$ cat src/rtl/cpu_types_pkg.sv
// Shared CPU types and constants used by the fetch stage.
package cpu_types_pkg;

  localparam int unsigned WORD_W = 32;

  typedef logic [WORD_W-1:0] word_t;

  typedef enum logic [1:0] {
    FETCH  = 2'd0,
    HOLD   = 2'd1,
    HALTED = 2'd2
  } fetch_state_t;

  localparam word_t NOP_INSTR = 32'h0000_0000;
  localparam word_t PC_STEP   = 32'd4;

endpackage

$ cat src/rtl/fetch_stage.sv
// Instruction-fetch stage: owns the PC, issues single-word reads, buffers one
// word while decode is stalled, and drives the IF-side inputs of IF/ID.
module fetch_stage
  import cpu_types_pkg::*;
#(
  parameter logic [31:0] PC_INIT = 32'h0000_0000
) (
  input  logic        CLK,
  input  logic        nRST,
  input  logic        ihit,
  input  logic [31:0] iload,
  output logic        iREN,
  output logic [31:0] iaddr,
  input  logic        stall,
  input  logic        redirect,
  input  logic [31:0] redirect_pc,
  input  logic        halt,
  output logic [31:0] ifinstr,
  output logic [31:0] ifJALjump_addr,
  output logic        ifW
);

  fetch_state_t state_q, state_d;
  word_t        pc_q, pc_d;
  word_t        hold_instr_q, hold_instr_d;
  word_t        hold_npc_q, hold_npc_d;

  word_t pc_plus4_c;
  word_t redirect_tgt_c;
  logic  unused_redirect_lsb;

  assign pc_plus4_c          = pc_q + PC_STEP;
  assign redirect_tgt_c      = {redirect_pc[31:2], 2'b00};
  assign unused_redirect_lsb = ^redirect_pc[1:0];
  assign iaddr               = pc_q;

  // State register; reset discards any pending wait or held word.
  always_ff @(posedge CLK or negedge nRST) begin
    if (!nRST) begin
      state_q      <= FETCH;
      pc_q         <= PC_INIT;
      hold_instr_q <= NOP_INSTR;
      hold_npc_q   <= 32'h0;
    end else begin
      state_q      <= state_d;
      pc_q         <= pc_d;
      hold_instr_q <= hold_instr_d;
      hold_npc_q   <= hold_npc_d;
    end
  end

  // Next state and IF/ID outputs; priority is halt > redirect > stall/ihit.
  always_comb begin
    state_d        = state_q;
    pc_d           = pc_q;
    hold_instr_d   = hold_instr_q;
    hold_npc_d     = hold_npc_q;
    iREN           = 1'b0;
    ifW            = 1'b0;
    ifinstr        = NOP_INSTR;
    ifJALjump_addr = 32'h0;

    case (state_q)
      FETCH: begin
        iREN = 1'b1;
        if (halt) begin
          state_d = HALTED;
        end else if (redirect) begin
          pc_d = redirect_tgt_c;
          ifW  = 1'b1;
        end else if (ihit) begin
          if (!stall) begin
            ifinstr        = iload;
            ifJALjump_addr = pc_plus4_c;
            ifW            = 1'b1;
            pc_d           = pc_plus4_c;
          end else begin
            hold_instr_d = iload;
            hold_npc_d   = pc_plus4_c;
            state_d      = HOLD;
          end
        end else begin
          // No data yet: bubble when decode can take it, otherwise hold IF/ID.
          ifW = !stall;
        end
      end

      HOLD: begin
        ifinstr        = hold_instr_q;
        ifJALjump_addr = hold_npc_q;
        if (halt) begin
          state_d = HALTED;
        end else if (redirect) begin
          ifinstr        = NOP_INSTR;
          ifJALjump_addr = 32'h0;
          ifW            = 1'b1;
          pc_d           = redirect_tgt_c;
          state_d        = FETCH;
        end else if (!stall) begin
          ifW     = 1'b1;
          pc_d    = hold_npc_q;
          state_d = FETCH;
        end
      end

      HALTED: begin
        state_d = HALTED;
      end

      default: begin
        state_d = FETCH;
      end
    endcase

    if (!nRST) begin
      iREN           = 1'b0;
      ifW            = 1'b0;
      ifinstr        = NOP_INSTR;
      ifJALjump_addr = 32'h0;
    end
  end

endmodule

$ cat config.mk
export PLATFORM = sky130hd
export DESIGN_NAME = fetch_stage
export DESIGN_NICKNAME = d
export VERILOG_FILES = /design/src/rtl/cpu_types_pkg.sv /design/src/rtl/fetch_stage.sv
export SDC_FILE = /design/constraint.sdc
export NUM_CORES = 1
export LEC_CHECK = 0
export CAP_MARGIN = 0
export CORE_UTILIZATION = 49
export DETAILED_ROUTE_END_ITERATION = 12
export PLACE_DENSITY = 0.87
export SETUP_SLACK_MARGIN = 0.5
export SLEW_MARGIN = 40
export SYNTH_ARGS = -nofsm -noshare
export SYNTH_HDL_FRONTEND = slang
export SYNTH_SLANG_ARGS = --single-unit
$ cat constraint.sdc
create_clock -name CLK -period 2 [get_ports CLK]
set_input_delay 0.2 -clock CLK [delete_from_list [all_inputs] [get_ports CLK]]
set_output_delay 0.2 -clock CLK [all_outputs]
set_load 0.02 [all_outputs]
==> summary.md, run 1 <==
| Metric | Value |
|---|---|
| Root buf cell | `clkbuf_16` |
| Cell Count Post-Placement | `1,041` |
| Gpl congestion | `0.878` |
| Largest net degree at the start of global routing | `53` |
| IO Port Bufs | `165` |
| Die Ht | `112 µm` |
| Max H-tree Level | `3` |
| Starting Density | `51.0%` |
| Yosys synthesis warning count | `0` |
| Main synth FF type | `dfrtp_1` |
| GRT overflow | `3` |
| Post-Syn Instances | `665` |
| First error | `[ERROR GRT-0232] Routing congestion too high. Check the congestion heatmap in the GUI.` |
| Syn_nets | `736` |
| Status | `did not finish` |
| Halt Stage | `global routing` |
| Die X | `112 µm` |
| Hpwl dp | `14,900 µm` |
| Mean post-synth cell area | `8.90 µm²` |
| Synthesized flop and latch total | `98` |
| Netlist cell types | `59` |
| Inserted Clock Buffers | `9` |
| Rows | `39` |
| Io pins | `168` |
| Mapped Area | `0.00592 mm²` |
| Ys async rst share | `100%` |
| Place WS | `-556 ps` |
| Total Routing Usage GR | `73.1%` |
| Clock sinks | `98` |
| EDFF count, synth | `0` |
| Sequential fraction of the synthesis area | `41.4%` |
| Longest Clk Path Bufs | `2` |
| Post-DP Area | `0.00940 mm²` |
## metrics by stage
stage          hold WS [ps]  utilization (%)
2_1_floorplan         -95.6                -
3_3_place_gp            301             80.9
3_5_place_dp            315             80.9
4_1_cts                 135             96.1
## metal layers
layer / overflow / global-route usage [%]
met3: 0 / 56.9
met4: 2 / 73.0
met2: 1 / 91.7
met1: 0 / 72.9
met5: 0 / 16.5
## cell families after synthesis
| family | Yosys count | synth area share (%) |
|---|---|---|
| DFF | 98 | 41.4 |
| and+or+nand+nor | 232 | 20.0 |
| buffers and inverters | 63 | 4.18 |
| muxes | 45 | 8.47 |
| xor gates and xnor gates | 28 | 4.14 |
| AOI/OAI and AO/OA | 198 | 21.6 |
| adders and majority gates | 1 | 0.211 |
## Yosys cell counts (all sizes together), types with 7 or more instances
cell type	instances	area share (%)
mux2	41	7.8
nand2	78	5.0
a22oi	40	5.1
xnor2	15	2.2
and3	18	1.9
buf	9	0.76
a21oi	19	1.6
o2bb2ai	11	1.6
nand4	7	0.85
nor2b	24	2.5
dfrtp	98	41
o21ai	80	6.8
xor2	13	1.9
nor3	12	1.3
nand3	19	1.8
clkbuf	46	2.9
nor2	52	3.3
inv	8	0.51
## what timing repair did
action                                 in CTS
endpoints found under the hold margin      19
setup endpoints to repair                 192
gates resized for setup                   542
buffers inserted                           56
pin swaps                                  59
cloned                                      9
hold buffers                                1
==> run 2, diff against run 1 <==
CORE_UTILIZATION = 40   (was 49)
PLACE_DENSITY = default   (was 0.87)
PLACE_DENSITY_LB_ADDON = 0.15   (was default)
SETUP_SLACK_MARGIN = default   (was 0.5)
==> run 2 against run 1 <==
Effect of this change: the flow now finishes, with violations (setup timing); area after synthesis did not move; synthesized cell count unchanged.
==> summary.md, run 2 <==
| Metric | Value |
|---|---|
| Final wirelength | `21,700 µm` |
| Longest Clk Path Bufs | `2 (unchanged)` |
| Synth area leaders | `dfrtp_1 41%, mux2_2 7.8%, a22oi_1 5.1%, nand2_1 4.9%, o21ai_0 4.1%` |
| Number of diodes | `0` |
| Crit path buf inv count | `4` |
| Crit. End Element | `primary output` |
| Core area | `0.0145 mm²` |
| Rows | `44 (+13%)` |
| Max Cap Viol | `0` |
| Layout Nets | `1,006` |
| Cell Count Post-Placement | `1,072 (+3.0%)` |
| Max-Slew Margin vs Limit | `68.2%` |
| Status | `complete, but fails checks` |
| Largest fanout on the critical path | `4` |
| Dominant cell type by area after synthesis | `dfrtp_1` |
| Largest net degree at the start of global routing | `70` |
| Hpwl dp | `13,700 µm (-7.7%)` |
| Drt initial violations | `416` |
| Delay of the slowest cell on the worst path | `380 ps` |
| Commonest non-fill, non-tap cell in the layout | `buf_4` |
| Power Density | `527 mW/mm²` |
| Data required, critical path | `1800 ps` |
| Final setup fails | `65` |
| Final WS setup | `-326 ps` |
| Startpoint types | `flip-flop` |
| Top cell by count, worst path | `buf_6` |
| Slowest CP cell | `dfrtp_1` |
| EDFF count, synth | `0 (unchanged)` |
| WL/cell | `19.3 µm` |
| Antenna viol nets, final | `0` |
| CTS tree | `built` |
| Lkg Pwr | `4.27 nW` |
| GRT overflow | `0` |
| Synthesized flop and latch total | `98 (unchanged)` |
| Final hold vios | `0` |
| Ys async rst share | `100% (unchanged)` |
| Overall power | `0.00520 W` |
| Io pins | `168 (unchanged)` |
| Least-Margin Pin Slew | `477 ps` |
| Inserted Clock Buffers | `9 (unchanged)` |
| Commonest cells post-synth | `98 x dfrtp_1, 77 x nand2_1, 51 x nor2_1, 49 x o21ai_0, 46 x clkbuf_1` |
| Post-DP Area | `0.00860 mm² (-8.5%)` |
| Tightest Hold Check Type | `input port to flip-flop` |
| First-pass GRT wire length | `32,600 µm` |
| Clock sinks | `98 (unchanged)` |
| Die X | `124 µm (+10%)` |
| Top-area cell type share of the netlist area | `41.4% (unchanged)` |
| Clock slew at reported path FFs | `80 ps` |
| IO Port Bufs | `165 (unchanged)` |
| Max Clock Skew | `11.3 ps` |
| Yosys synthesis warning count | `0 (unchanged)` |
| Die Ht | `124 µm (+10%)` |
| DRC Markers | `0` |
| Worst-skew pair later-pin latency | `360 ps` |
| RSZ-0062 raised after global routing | `true` |
| Slew Limit Fails | `0` |
| Failing checks | `setup timing` |
| Sequential fraction of the synthesis area | `41.4% (unchanged)` |
| Vias in the first global route | `6,288` |
| Post-Syn Instances | `665 (unchanged)` |
| Fillers | `1,158` |
| CP cell instances | `nand2b_4 -> nand3b_1 -> buf_6 -> nor2_4 -> buf_6 -> buf_4 -> a32oi_1 -> o22ai_2 -> buf_6` |
| Crit path max-delay family | `buffers and inverters` |
| DR vias | `6,407` |
| Gpl congestion | `0.861 (-1.9%)` |
| Place WS | `-576 ps (-19.9 ps)` |
| Fmax | `0.430 GHz` |
| Starting Density | `40.9% (-10 points)` |
| Mean post-synth cell area | `8.90 µm² (unchanged)` |
| Arrival time at the worst endpoint | `2130 ps` |
| Die Area | `0.0153 mm²` |
| Via density | `5.70` |
| Post-layout min period | `2330 ps` |
| Critical path type | `flip-flop to primary output` |
| Design area | `0.00986 mm²` |
| Mapped Area | `0.00592 mm² (unchanged)` |
| Number of iterations in the first detailed-routing pass | `5` |
| Non-filler cells, final | `1,124` |
| Count leader, synth | `dfrtp_1` |
| Root buf cell | `clkbuf_16` |
| Max H-tree Level | `3 (unchanged)` |
| Syn_nets | `736 (unchanged)` |
| Layout cells sized above 1 | `42.3%` |
| Initial antenna violation count | `0` |
| VDD IR max | `0.393 mV` |
| Main synth FF type | `dfrtp_1` |
| Commonest cells after routing, fill and taps aside | `167 x buf_4, 97 x clkdlybuf4s50_1, 94 x dfrtp_1` |
| Area grow syn2layout | `66.6%` |
| Fin crit share | `116%` |
| Netlist cell types | `59 (unchanged)` |
| Total Routing Usage GR | `27.9%` |
## run 2: area by class of cell
type / count / area, µm² / area share, %
multi-input cells: 504 / 3920 / 39.7
repair buffers: 314 / 2900 / 29.4
flip-flops and latches: 98 / 2460 / 24.9
clock buffers: 11 / 243 / 2.46
well taps: 184 / 230 / 2.33
clock inverters: 5 / 86.3 / 0.875
inverters: 8 / 30.0 / 0.304
## run 2: through the flow
| stage | hold WS [ps] | util [%] | TNS (ps) |
|---|---|---|---|
| finish | 411 | 68.1 | -13740 |
| floorplan | -95.6 | - | -169 |
| global placement | 338 | 59.4 | -30930 |
| CTS | 412 | 64.9 | -9910 |
| detailed placement | 336 | 59.4 | -31400 |
| global route | 433 | 68.1 | -18800 |
## run 2: repair_timing
action	in CTS	in global routing
endpoints found under the setup margin	67	68
cloned	5	2
hold endpoints to repair	19	0
buffers inserted	23	9
resized for setup	409	81
hold buffers	1	0
pin swaps	21	43
## run 2: kinds of logic after synthesis
group	Yosys count	share of synthesized area, %
xor+xnor	28	4.14
flops	98	41.4
compound gates	198	21.6
fa+ha+maj	1	0.211
simple gates	232	20.0
buf+inv	63	4.18
mux	45	8.47
## run 2: power breakdown
part / leakage, nW / switching (W) / internal [W]
clock: 0.160 / 0.000802 / 0.00114
combinational: 2.83 / 0.000526 / 0.000537
sequential: 1.28 / 0.000100 / 0.00209
total: 4.27 / 0.00143 / 0.00377
## run 2: metal layers
layer	share of wire, %	GRT usage (%)	routed length (µm)
met2	50	47.6	10800
met4	2.5	10.9	552
met5	0	0	0
met3	6.4	5.59	1380
met1	41	34.6	8940
## run 2: worst paths after layout
check | depth (start not counted) | from | endpoint | slack (ps)
max in group asynchronous | 4 | nRST | hold_npc_q[21] | 690
worst max register to register | 11 | iaddr[8] | iaddr[24] | -200
worst min-delay path | 5 | redirect | iaddr[8] | 410
min in group asynchronous | 3 | nRST | hold_npc_q[17] | 520
worst max-delay path | 9 | state_q[0] | ifJALjump_addr[31] | -330
worst min register to register | 1 | hold_instr_q[12] | hold_instr_q[12] | 510
## run 2: worst min-delay path, delay by kind of cell
kind,cells,cell delay (ps)
compound gates,2,160
buf+inv,3,360
Power figures use the tool's default switching activity.
